===== src/rtl/axi_rng_fetch_ctrl_if.sv =====
// AXI4 port between the RNG fetch controller (master) and the RNG register slave.
// Single-beat transfers only; widths follow the RNG slave.
interface axi_rng_fetch_ctrl_if;
    logic [15:0] ARID;
    logic [31:0] ARADDR;
    logic [3:0]  ARLEN;
    logic [2:0]  ARSIZE;
    logic [1:0]  ARBURST;
    logic        ARVALID;
    logic        ARREADY;

    logic [15:0] RID;
    logic [31:0] RDATA;
    logic [1:0]  RRESP;
    logic        RLAST;
    logic        RVALID;
    logic        RREADY;

    logic [15:0] AWID;
    logic [31:0] AWADDR;
    logic [3:0]  AWLEN;
    logic [2:0]  AWSIZE;
    logic [1:0]  AWBURST;
    logic        AWVALID;
    logic        AWREADY;

    logic [31:0] WDATA;
    logic [7:0]  WSTRB;
    logic        WVALID;
    logic        WREADY;

    logic [15:0] BID;
    logic [1:0]  BRESP;
    logic        BVALID;
    logic        BREADY;

    modport master (
        output ARID, ARADDR, ARLEN, ARSIZE, ARBURST, ARVALID,
        input  ARREADY,
        input  RID, RDATA, RRESP, RLAST, RVALID,
        output RREADY,
        output AWID, AWADDR, AWLEN, AWSIZE, AWBURST, AWVALID,
        input  AWREADY,
        output WDATA, WSTRB, WVALID,
        input  WREADY,
        input  BID, BRESP, BVALID,
        output BREADY
    );

    modport slave (
        input  ARID, ARADDR, ARLEN, ARSIZE, ARBURST, ARVALID,
        output ARREADY,
        output RID, RDATA, RRESP, RLAST, RVALID,
        input  RREADY,
        input  AWID, AWADDR, AWLEN, AWSIZE, AWBURST, AWVALID,
        output AWREADY,
        input  WDATA, WSTRB, WVALID,
        output WREADY,
        output BID, BRESP, BVALID,
        input  BREADY
    );
endinterface


===== src/rtl/axi_rng_fetch_ctrl.sv =====
// Seeds the RNG slave, then fetches a programmed number of random words one read at a time
// into a small first-word-fall-through FIFO drained by a valid/ready consumer.
module axi_rng_fetch_ctrl #(
    parameter int unsigned DEPTH    = 4,
    parameter logic [31:0] RNG_BASE = 32'h0000_0000,
    parameter logic [15:0] AXI_ID   = 16'h0000
) (
    input  logic                 ACLK,
    input  logic                 ARESETn,
    input  logic                 start,
    input  logic [31:0]          seed,
    input  logic [7:0]           count,
    output logic                 busy,
    output logic                 done,
    output logic                 error,
    output logic                 out_valid,
    output logic [31:0]          out_data,
    input  logic                 out_ready,
    axi_rng_fetch_ctrl_if.master axi
);
    localparam int AW = $clog2(DEPTH);
    localparam logic [AW:0] DEPTH_OCC = (AW + 1)'(DEPTH);

    typedef enum logic [2:0] {IDLE, WR_REQ, WR_RESP, RD_REQ, RD_DATA} state_t;

    state_t        state_reg, state_next;
    logic          aw_done_reg, w_done_reg;
    logic [31:0]   wdata_reg;
    logic [7:0]    remaining_reg;
    logic          error_reg, done_reg;
    logic [31:0]   fifo_mem [DEPTH];
    logic [AW-1:0] wr_ptr_reg, rd_ptr_reg;
    logic [AW:0]   occ_reg;

    logic awvalid, wvalid, bready, arvalid, rready;
    logic aw_hs, w_hs, b_hs, ar_hs, r_hs;
    logic start_ok, seq_end, resp_err, push, pop;
    logic unused_axi;

    assign axi.ARID    = AXI_ID;
    assign axi.ARADDR  = RNG_BASE;
    assign axi.ARLEN   = 4'd0;
    assign axi.ARSIZE  = 3'b010;
    assign axi.ARBURST = 2'b01;
    assign axi.ARVALID = arvalid;
    assign axi.RREADY  = rready;
    assign axi.AWID    = AXI_ID;
    assign axi.AWADDR  = RNG_BASE + 32'h8;
    assign axi.AWLEN   = 4'd0;
    assign axi.AWSIZE  = 3'b010;
    assign axi.AWBURST = 2'b01;
    assign axi.AWVALID = awvalid;
    assign axi.WDATA   = wdata_reg;
    assign axi.WSTRB   = 8'h0F;
    assign axi.WVALID  = wvalid;
    assign axi.BREADY  = bready;

    // Only one transaction is ever outstanding, so response IDs carry no information.
    assign unused_axi = ^{axi.RID, axi.BID, axi.RLAST};

    assign aw_hs    = awvalid && axi.AWREADY;
    assign w_hs     = wvalid && axi.WREADY;
    assign b_hs     = bready && axi.BVALID;
    assign ar_hs    = arvalid && axi.ARREADY;
    assign r_hs     = rready && axi.RVALID;
    assign start_ok = start && (state_reg == IDLE);
    assign resp_err = (b_hs && (axi.BRESP != 2'b00)) || (r_hs && (axi.RRESP != 2'b00));

    assign busy  = (state_reg != IDLE);
    assign done  = done_reg;
    assign error = error_reg;

    always_ff @(posedge ACLK or negedge ARESETn) begin
        if (!ARESETn) begin
            state_reg <= IDLE;
        end else begin
            state_reg <= state_next;
        end
    end

    always_comb begin
        state_next = state_reg;
        seq_end    = 1'b0;
        case (state_reg)
            IDLE: begin
                if (start) state_next = WR_REQ;
            end
            WR_REQ: begin
                if ((aw_done_reg || aw_hs) && (w_done_reg || w_hs)) state_next = WR_RESP;
            end
            WR_RESP: begin
                if (b_hs) begin
                    if ((axi.BRESP != 2'b00) || (remaining_reg == 8'd0)) seq_end = 1'b1;
                    else state_next = RD_REQ;
                end
            end
            RD_REQ: begin
                if (ar_hs) state_next = RD_DATA;
            end
            RD_DATA: begin
                if (r_hs) begin
                    if ((axi.RRESP != 2'b00) || (remaining_reg <= 8'd1)) seq_end = 1'b1;
                    else state_next = RD_REQ;
                end
            end
            default: state_next = IDLE;
        endcase
        if (seq_end) state_next = IDLE;
    end

    // Occupancy cannot grow while in RD_REQ, so once ARVALID rises it stays up until ARREADY.
    always_comb begin
        awvalid = 1'b0;
        wvalid  = 1'b0;
        bready  = 1'b0;
        arvalid = 1'b0;
        rready  = 1'b0;
        case (state_reg)
            WR_REQ: begin
                awvalid = !aw_done_reg;
                wvalid  = !w_done_reg;
            end
            WR_RESP: bready  = 1'b1;
            RD_REQ:  arvalid = (occ_reg < DEPTH_OCC);
            RD_DATA: rready  = 1'b1;
            default: ;
        endcase
    end

    always_ff @(posedge ACLK or negedge ARESETn) begin
        if (!ARESETn) begin
            aw_done_reg   <= 1'b0;
            w_done_reg    <= 1'b0;
            wdata_reg     <= 32'h0;
            remaining_reg <= 8'd0;
            error_reg     <= 1'b0;
            done_reg      <= 1'b0;
        end else begin
            done_reg <= seq_end;
            if (state_reg != WR_REQ) begin
                aw_done_reg <= 1'b0;
                w_done_reg  <= 1'b0;
            end else begin
                if (aw_hs) aw_done_reg <= 1'b1;
                if (w_hs)  w_done_reg  <= 1'b1;
            end
            if (start_ok) begin
                wdata_reg     <= seed;
                remaining_reg <= count;
                error_reg     <= 1'b0;
            end else begin
                if (resp_err) error_reg <= 1'b1;
                if (r_hs && (remaining_reg != 8'd0)) remaining_reg <= remaining_reg - 8'd1;
            end
        end
    end

    // Output FIFO: a word with an error response is still kept so the consumer sees everything fetched.
    assign push      = r_hs;
    assign out_valid = (occ_reg != '0);
    assign pop       = out_valid && out_ready;
    assign out_data  = out_valid ? fifo_mem[rd_ptr_reg] : 32'h0;

    always_ff @(posedge ACLK) begin
        if (push) fifo_mem[wr_ptr_reg] <= axi.RDATA;
    end

    always_ff @(posedge ACLK or negedge ARESETn) begin
        if (!ARESETn) begin
            wr_ptr_reg <= '0;
            rd_ptr_reg <= '0;
            occ_reg    <= '0;
        end else begin
            if (push) wr_ptr_reg <= wr_ptr_reg + AW'(1);
            if (pop)  rd_ptr_reg <= rd_ptr_reg + AW'(1);
            case ({push, pop})
                2'b10:   occ_reg <= occ_reg + (AW + 1)'(1);
                2'b01:   occ_reg <= occ_reg - (AW + 1)'(1);
                default: occ_reg <= occ_reg;
            endcase
        end
    end
endmodule

===== src/flat_wrapper.sv =====
// flat-port wrapper written by rule: the top's interface ports become plain ports
module axi_rng_fetch_ctrl_flat 
#(
    parameter int unsigned DEPTH    = 4,
    parameter logic [31:0] RNG_BASE = 32'h0000_0000,
    parameter logic [15:0] AXI_ID   = 16'h0000
)
  (ACLK, ARESETn, start, seed, count, busy, done, error, out_valid, out_data, out_ready, axi_ARID, axi_ARADDR, axi_ARLEN, axi_ARSIZE, axi_ARBURST, axi_ARVALID, axi_ARREADY, axi_RID, axi_RDATA, axi_RRESP, axi_RLAST, axi_RVALID, axi_RREADY, axi_AWID, axi_AWADDR, axi_AWLEN, axi_AWSIZE, axi_AWBURST, axi_AWVALID, axi_AWREADY, axi_WDATA, axi_WSTRB, axi_WVALID, axi_WREADY, axi_BID, axi_BRESP, axi_BVALID, axi_BREADY);
  axi_rng_fetch_ctrl_if axi_i ();
  input  logic ACLK;
  input  logic ARESETn;
  input  logic start;
  input  logic [31:0] seed;
  input  logic [7:0] count;
  output logic busy;
  output logic done;
  output logic error;
  output logic out_valid;
  output logic [31:0] out_data;
  input  logic out_ready;
  output wire logic [$bits(axi_i.ARID)-1:0] axi_ARID;
  output wire logic [$bits(axi_i.ARADDR)-1:0] axi_ARADDR;
  output wire logic [$bits(axi_i.ARLEN)-1:0] axi_ARLEN;
  output wire logic [$bits(axi_i.ARSIZE)-1:0] axi_ARSIZE;
  output wire logic [$bits(axi_i.ARBURST)-1:0] axi_ARBURST;
  output wire logic [$bits(axi_i.ARVALID)-1:0] axi_ARVALID;
  input wire logic [$bits(axi_i.ARREADY)-1:0] axi_ARREADY;
  input wire logic [$bits(axi_i.RID)-1:0] axi_RID;
  input wire logic [$bits(axi_i.RDATA)-1:0] axi_RDATA;
  input wire logic [$bits(axi_i.RRESP)-1:0] axi_RRESP;
  input wire logic [$bits(axi_i.RLAST)-1:0] axi_RLAST;
  input wire logic [$bits(axi_i.RVALID)-1:0] axi_RVALID;
  output wire logic [$bits(axi_i.RREADY)-1:0] axi_RREADY;
  output wire logic [$bits(axi_i.AWID)-1:0] axi_AWID;
  output wire logic [$bits(axi_i.AWADDR)-1:0] axi_AWADDR;
  output wire logic [$bits(axi_i.AWLEN)-1:0] axi_AWLEN;
  output wire logic [$bits(axi_i.AWSIZE)-1:0] axi_AWSIZE;
  output wire logic [$bits(axi_i.AWBURST)-1:0] axi_AWBURST;
  output wire logic [$bits(axi_i.AWVALID)-1:0] axi_AWVALID;
  input wire logic [$bits(axi_i.AWREADY)-1:0] axi_AWREADY;
  output wire logic [$bits(axi_i.WDATA)-1:0] axi_WDATA;
  output wire logic [$bits(axi_i.WSTRB)-1:0] axi_WSTRB;
  output wire logic [$bits(axi_i.WVALID)-1:0] axi_WVALID;
  input wire logic [$bits(axi_i.WREADY)-1:0] axi_WREADY;
  input wire logic [$bits(axi_i.BID)-1:0] axi_BID;
  input wire logic [$bits(axi_i.BRESP)-1:0] axi_BRESP;
  input wire logic [$bits(axi_i.BVALID)-1:0] axi_BVALID;
  output wire logic [$bits(axi_i.BREADY)-1:0] axi_BREADY;
  assign axi_ARID = axi_i.ARID;
  assign axi_ARADDR = axi_i.ARADDR;
  assign axi_ARLEN = axi_i.ARLEN;
  assign axi_ARSIZE = axi_i.ARSIZE;
  assign axi_ARBURST = axi_i.ARBURST;
  assign axi_ARVALID = axi_i.ARVALID;
  assign axi_i.ARREADY = axi_ARREADY;
  assign axi_i.RID = axi_RID;
  assign axi_i.RDATA = axi_RDATA;
  assign axi_i.RRESP = axi_RRESP;
  assign axi_i.RLAST = axi_RLAST;
  assign axi_i.RVALID = axi_RVALID;
  assign axi_RREADY = axi_i.RREADY;
  assign axi_AWID = axi_i.AWID;
  assign axi_AWADDR = axi_i.AWADDR;
  assign axi_AWLEN = axi_i.AWLEN;
  assign axi_AWSIZE = axi_i.AWSIZE;
  assign axi_AWBURST = axi_i.AWBURST;
  assign axi_AWVALID = axi_i.AWVALID;
  assign axi_i.AWREADY = axi_AWREADY;
  assign axi_WDATA = axi_i.WDATA;
  assign axi_WSTRB = axi_i.WSTRB;
  assign axi_WVALID = axi_i.WVALID;
  assign axi_i.WREADY = axi_WREADY;
  assign axi_i.BID = axi_BID;
  assign axi_i.BRESP = axi_BRESP;
  assign axi_i.BVALID = axi_BVALID;
  assign axi_BREADY = axi_i.BREADY;
  axi_rng_fetch_ctrl #(.DEPTH(DEPTH), .RNG_BASE(RNG_BASE), .AXI_ID(AXI_ID)) u_core (.ACLK(ACLK), .ARESETn(ARESETn), .start(start), .seed(seed), .count(count), .busy(busy), .done(done), .error(error), .out_valid(out_valid), .out_data(out_data), .out_ready(out_ready), .axi(axi_i));
endmodule

===== config.mk =====
export PLATFORM = sky130hd
export DESIGN_NAME = axi_rng_fetch_ctrl_flat
export DESIGN_NICKNAME = d
export VERILOG_FILES = /design/src/rtl/axi_rng_fetch_ctrl_if.sv /design/src/rtl/axi_rng_fetch_ctrl.sv /design/src/flat_wrapper.sv
export SDC_FILE = /design/constraint.sdc
export NUM_CORES = 1
export LEC_CHECK = 0
export BUFFER_PORTS_ARGS = -buffer_cell sky130_fd_sc_hd__buf_2
export CAP_MARGIN = 10
export CORE_ASPECT_RATIO = 1.75
export CORE_MARGIN = 3
export CORE_UTILIZATION = 53
export DETAILED_ROUTE_END_ITERATION = 10
export PLACE_DENSITY = 0.86
export SETUP_SLACK_MARGIN = 0.4
export SYNTH_ARGS = -nofsm -noshare
export SYNTH_HDL_FRONTEND = slang
export SYNTH_SLANG_ARGS = --single-unit

===== constraint.sdc =====
create_clock -name ACLK -period 3.7 [get_ports ACLK]
set_input_delay 0.37 -clock ACLK [delete_from_list [all_inputs] [get_ports ACLK]]
set_output_delay 0.37 -clock ACLK [all_outputs]
set_load 0.005 [all_outputs]

## Word level (Yosys, flattened, before mapping)

Memories as Yosys holds them, arrays and structs flattened.
Cells that the tools add are included.

- $add $sub $neg: 5
- Magnitude comparators: 2
- Equality and inequality tests: 14
- Muxes and demuxes: 31
- Reductions and logical operators: 31

Operators with widths:

| operator | number |
|---|---|
| $mux 32 | 1 |
| $mux 3 | 8 |
| $mux 1 | 17 |
| $mux 8 | 2 |
| $ne 3x1->1 const B | 5 |
| $pmux 3 s5 | 1 |
| $reduce_bool 2->1 | 7 |
| $logic_and 1x1->1 | 11 |
| $ne 3x2->1 const B | 3 |
| $le 8x1->1 const B | 1 |
| $logic_not 8->1 | 1 |
| $reduce_bool 8->1 | 1 |
| $sub 8x1->8 const B | 1 |
| $reduce_and 7->1 | 1 |
| $eq 3x2->1 const B | 2 |
| $pmux 3 s2 | 1 |
| $reduce_bool 3->1 | 2 |
| $logic_or 1x1->1 | 5 |
| $add 2x1->2 const B | 2 |
| $add 3x1->3 const B | 1 |
| $eq 3x1->1 const B | 1 |
| $eq 3x3->1 const B | 1 |
| $logic_not 3->1 | 1 |
| $lt 3x3->1 const B | 1 |
| 5 further kinds | 6 |

- Register bits after elaboration: 54
- RAM bits: 128
- Bits of input ports: 118
- Output and inout bits: 195
- Word-level logic and storage cells: 94
- Memories kept: 1

Memories:

| memory | words | width | read ports | clocked after memory_dff | write ports | RTL line | source |
|---|---|---|---|---|---|---|---|
| u_core.fifo_mem | 4 | 32 | 1 | 0 | 1 | axi_rng_fetch_ctrl.sv:31 | `logic [31:0] fifo_mem [DEPTH];` |

## Logic depth before layout (Yosys ltp)

- Depth after elaboration: 8
- Mapped depth: 8
- Gate-level depth less buffers: 8

## Worst setup path after synthesis

Ideal clock, no wire load.

- Kind: flip-flop to flip-flop
- Start point: register u_core.state_reg[0]
- End point: memory u_core.fifo_mem[0][0] (enable)
- Data arrival time: 1.891 ns
- Path slack: 1.417 ns
- Stages on the path, launching flop included: 4
- Period minus slack after synthesis: 2.283 ns
- Cell sequence: dfrtp_1 and4bb_2 clkbuf_1 and2_1

- Cells in the longest elaborated chain, start to end: 5

RTL lines:

| element | RTL line | source |
|---|---|---|
| start: declaration | axi_rng_fetch_ctrl.sv:26 | `state_t state_reg, state_next;` |
| start signal: assignment | axi_rng_fetch_ctrl.sv:77 | `state_reg <= state_next;` |
| $eq 3x3->1 | axi_rng_fetch_ctrl.sv:118 | `case (state_reg)` |
| $mux 1 | axi_rng_fetch_ctrl.sv:118 |  |
| $logic_and 1x1->1 | axi_rng_fetch_ctrl.sv:65 | `assign r_hs = rready && axi.RVALID;` |
| $mux 1 | axi_rng_fetch_ctrl.sv:165 | `if (push) fifo_mem[wr_ptr_reg] <= axi.RDATA;` |
| $mux 1 (implied by the code) | axi_rng_fetch_ctrl.sv:165 |  |
| end: declaration | axi_rng_fetch_ctrl.sv:31 |  |

Every way passes these cells.

## Final worst setup path

- Start point: register u_core.rd_ptr_reg[1]
- End point: output out_data[11]

- Cells in the longest elaborated chain, start to end: 2

RTL lines:

| element | RTL line | source |
|---|---|---|
| start: declaration | axi_rng_fetch_ctrl.sv:32 | `logic [AW-1:0] wr_ptr_reg, rd_ptr_reg;` |
| start signal: assignment | axi_rng_fetch_ctrl.sv:175 | `if (pop) rd_ptr_reg <= rd_ptr_reg + AW'(1);` |
| $mem_v2 4x32 | -- |  |
| $mux 32 | axi_rng_fetch_ctrl.sv:162 | `assign out_data = out_valid ? fifo_mem[rd_ptr_reg] : 32'h0;` |
| end: declaration | flat_wrapper.sv:19 | `output logic [31:0] out_data;` |

Every way passes these cells.

==> out/metrics.cfg <==
[global_route]
antenna_found_initial=2
grt_max_degree=41
grt_overflow=0
first_global_vias=4777
grt_pass1_wl_um=24000
grt_util_all_layers=0.183

[logic_synthesis]
synth_ff_type=edfxtp_1
yosysSeqAreaShare=0.627
synth.top_cells.by_area=edfxtp_1 46%, dfrtp_1 16%, buf_4 11%
yosysWarnings=0
postSynthAreaPerCell_um2=13.8
synth_cells=600
synth_edf_count=128
syn-cell-area_um2=8280
synth_cell_type_count=41
synth-seq-cells=182
yosysTopAreaCell=edfxtp_1
yosys.area.top_type_share=0.464
synth-async-reset-ratio=0.297

[worst_hold_path]
holdPathStages=3
hp-class=in -> reg
worstHoldStart=seed[15]
whs_endpoint=u_core.axi.WDATA[15]

[clocking]
ctsResizeCount=0
cts_tree=done
ctsHoldBuffers=1
cts_max_path_buffers=2
clock_sinks=182
cts_setup_buffers=0
htree_levels=4
clk_latency_ns=0.42
path_clk_slew_ns=0.08
cts_made_buffers=17
root_buffer=clkbuf_16

[die]
die_h_um=171
die_w_um=100
die_area_um2=17200
design.core.area_um2=15100
rows=59
ios=313
start_util=0.550

[sta]
tightestPinTransition_ns=0.885
setup_viol=0
setup_tns_ns=0
whs_ns=0.134
skew_ns=0.00940
max_freq_mhz=401
maxSlewHeadroom=0.410
period_needed_ns=2.49
hold_viol=0
slew_violations=0
post-route-period-util=0.674
rsz0062_at_grt=no

[pwr]
p_leak_nw=4.05
finalPower_mw=6.55
power_density_nw_per_um2=694
irDropWorstVdd_uv=496

[cells_and_area]
final_area_um2=9440
largest_reg_flops=128
final_cells=956
nNetsFinal=886
areaGrowthSynthToFinish_pct=14.0
drive_gt1_frac=0.314
diodes=0

[setup_path]
reg2reg_from=u_core.state_reg[1]
worstSetupPathType=reg -> out
worstPathRequired_ns=3.33
rrSetupSlack_ns=1.46
critPathTopFamily=flip-flops
endpoint_kind=output port
cp.buffers_inverters=2
rr_endpoint=u_core.fifo_mem[1][25]
critPathLaunchType=flop
arrival_ns=2.12
cpMaxStageDelayCell=dfrtp_1
cpPeakStageDelay_ns=0.82
worstRegToRegCells=2
path_cells=buf_12 -> mux4_2 -> and2_1 -> buf_2
worstPathMaxFanout=19

[place]
dpl_cell_area_um2=8810
portBuffers=157
gp_congestion=0.789
dp_hpwl_um=10600
dp.cells=923

[drt]
ant_nets=0
wl_per_cell_um=15.8
first_pass_iters=4
vias=4679
drc=0
drt_iter0_drc=142
wirelength_um=15100
viasPerCell=4.89

[run]
drv_cap=0

[outcome]
status=complete, no violations

## how the worst max path moves through the flow
stage | start | end | slack, ns | depth (start not counted)
after floorplan | u_core.state_reg[0] | u_core.fifo_mem[0][0] | 1.42 | 3
after global placement | u_core.state_reg[1] | u_core.fifo_mem[1][14] | 1.43 | 2
after detailed placement | u_core.state_reg[1] | u_core.fifo_mem[1][16] | 1.43 | 2
after CTS | u_core.rd_ptr_reg[1] | out_data[11] | 1.13 | 4
after global routing | u_core.rd_ptr_reg[1] | out_data[11] | 1.10 | 4
final | u_core.rd_ptr_reg[1] | out_data[11] | 1.21 | 4
## per-stage QoR
step / utilization / worst slack [ns]
finish: 0.627 / 1.21
global route: 0.627 / 1.10
CTS: 0.627 / 1.13
detailed placement: 0.585 / 1.43
global placement: 0.585 / 1.43
floorplan: - / 1.42
## power by group
part	switching [mW]	internal [mW]	leakage (nW)	total, mW
Sequential	0.256	2.47	1.82	2.73
Clock	0.833	0.975	0.290	1.81
Combinational	0.961	1.05	1.94	2.01
Total	2.05	4.50	4.05	6.55
## layout make-up
class / instances / area (µm²)
Clock buffer: 17 / 425
Sequential cell: 182 / 5200
Timing Repair Buffer: 164 / 866
Tap cell: 183 / 229
Fill cell: 1132 / 5620
Inverter: 12 / 45.0
Clock inverter: 15 / 186
Multi-Input combinational cell: 383 / 2490
## synthesized netlist by cell type (all sizes together) (7+ instances only)
library cell / number
dfrtp: 54
edfxtp: 128
xnor2: 7
and2: 38
ha: 7
inv: 12
nor2: 14
o21ai: 9
clkbuf: 15
buf: 128
nand2: 107
mux4: 32
## layer usage
metal | GRT usage | part of all wire | wire, µm
met5 | 0 | 0.0015 | 23
met4 | 0.0622 | 0.013 | 201
met2 | 0.340 | 0.56 | 8380
met1 | 0.202 | 0.35 | 5230
met3 | 0.0422 | 0.083 | 1250
## cell usage in the layout, fill, tap and decap left out, types with 3 or more instances in the layout
cell	instances
mux2i_1	4
nand2_1	107
mux4_2	32
conb_1	122
nor3b_1	5
dfrtp_1	53
a21oi_1	3
xor2_1	5
clkinv_8	3
clkinvlp_4	3
o21ai_1	8
buf_4	4
and2_2	4
xnor2_1	7
and2_1	34
inv_1	11
inv_8	6
nor3_1	5
clkbuf_16	17
buf_2	157
ha_1	7
edfxtp_1	128
nor2_1	14
## cell families after synthesis
family,Yosys count,share of synthesized area
other,2,0.000907
buffers and inverters,155,0.127
flip-flops,182,0.627
AO/OA/AOI/OAI,23,0.0222
adder cells (fa/ha/maj),8,0.0130
XOR/XNOR,12,0.0127
AND/OR/NAND/NOR,181,0.103
multiplexers,37,0.0932
## worst min-delay path: stages
cell,delay [ns]
buf_2,0.07
nand2_1,0.04
nand2_1,0.04
(Power assumes the default switching activity.)
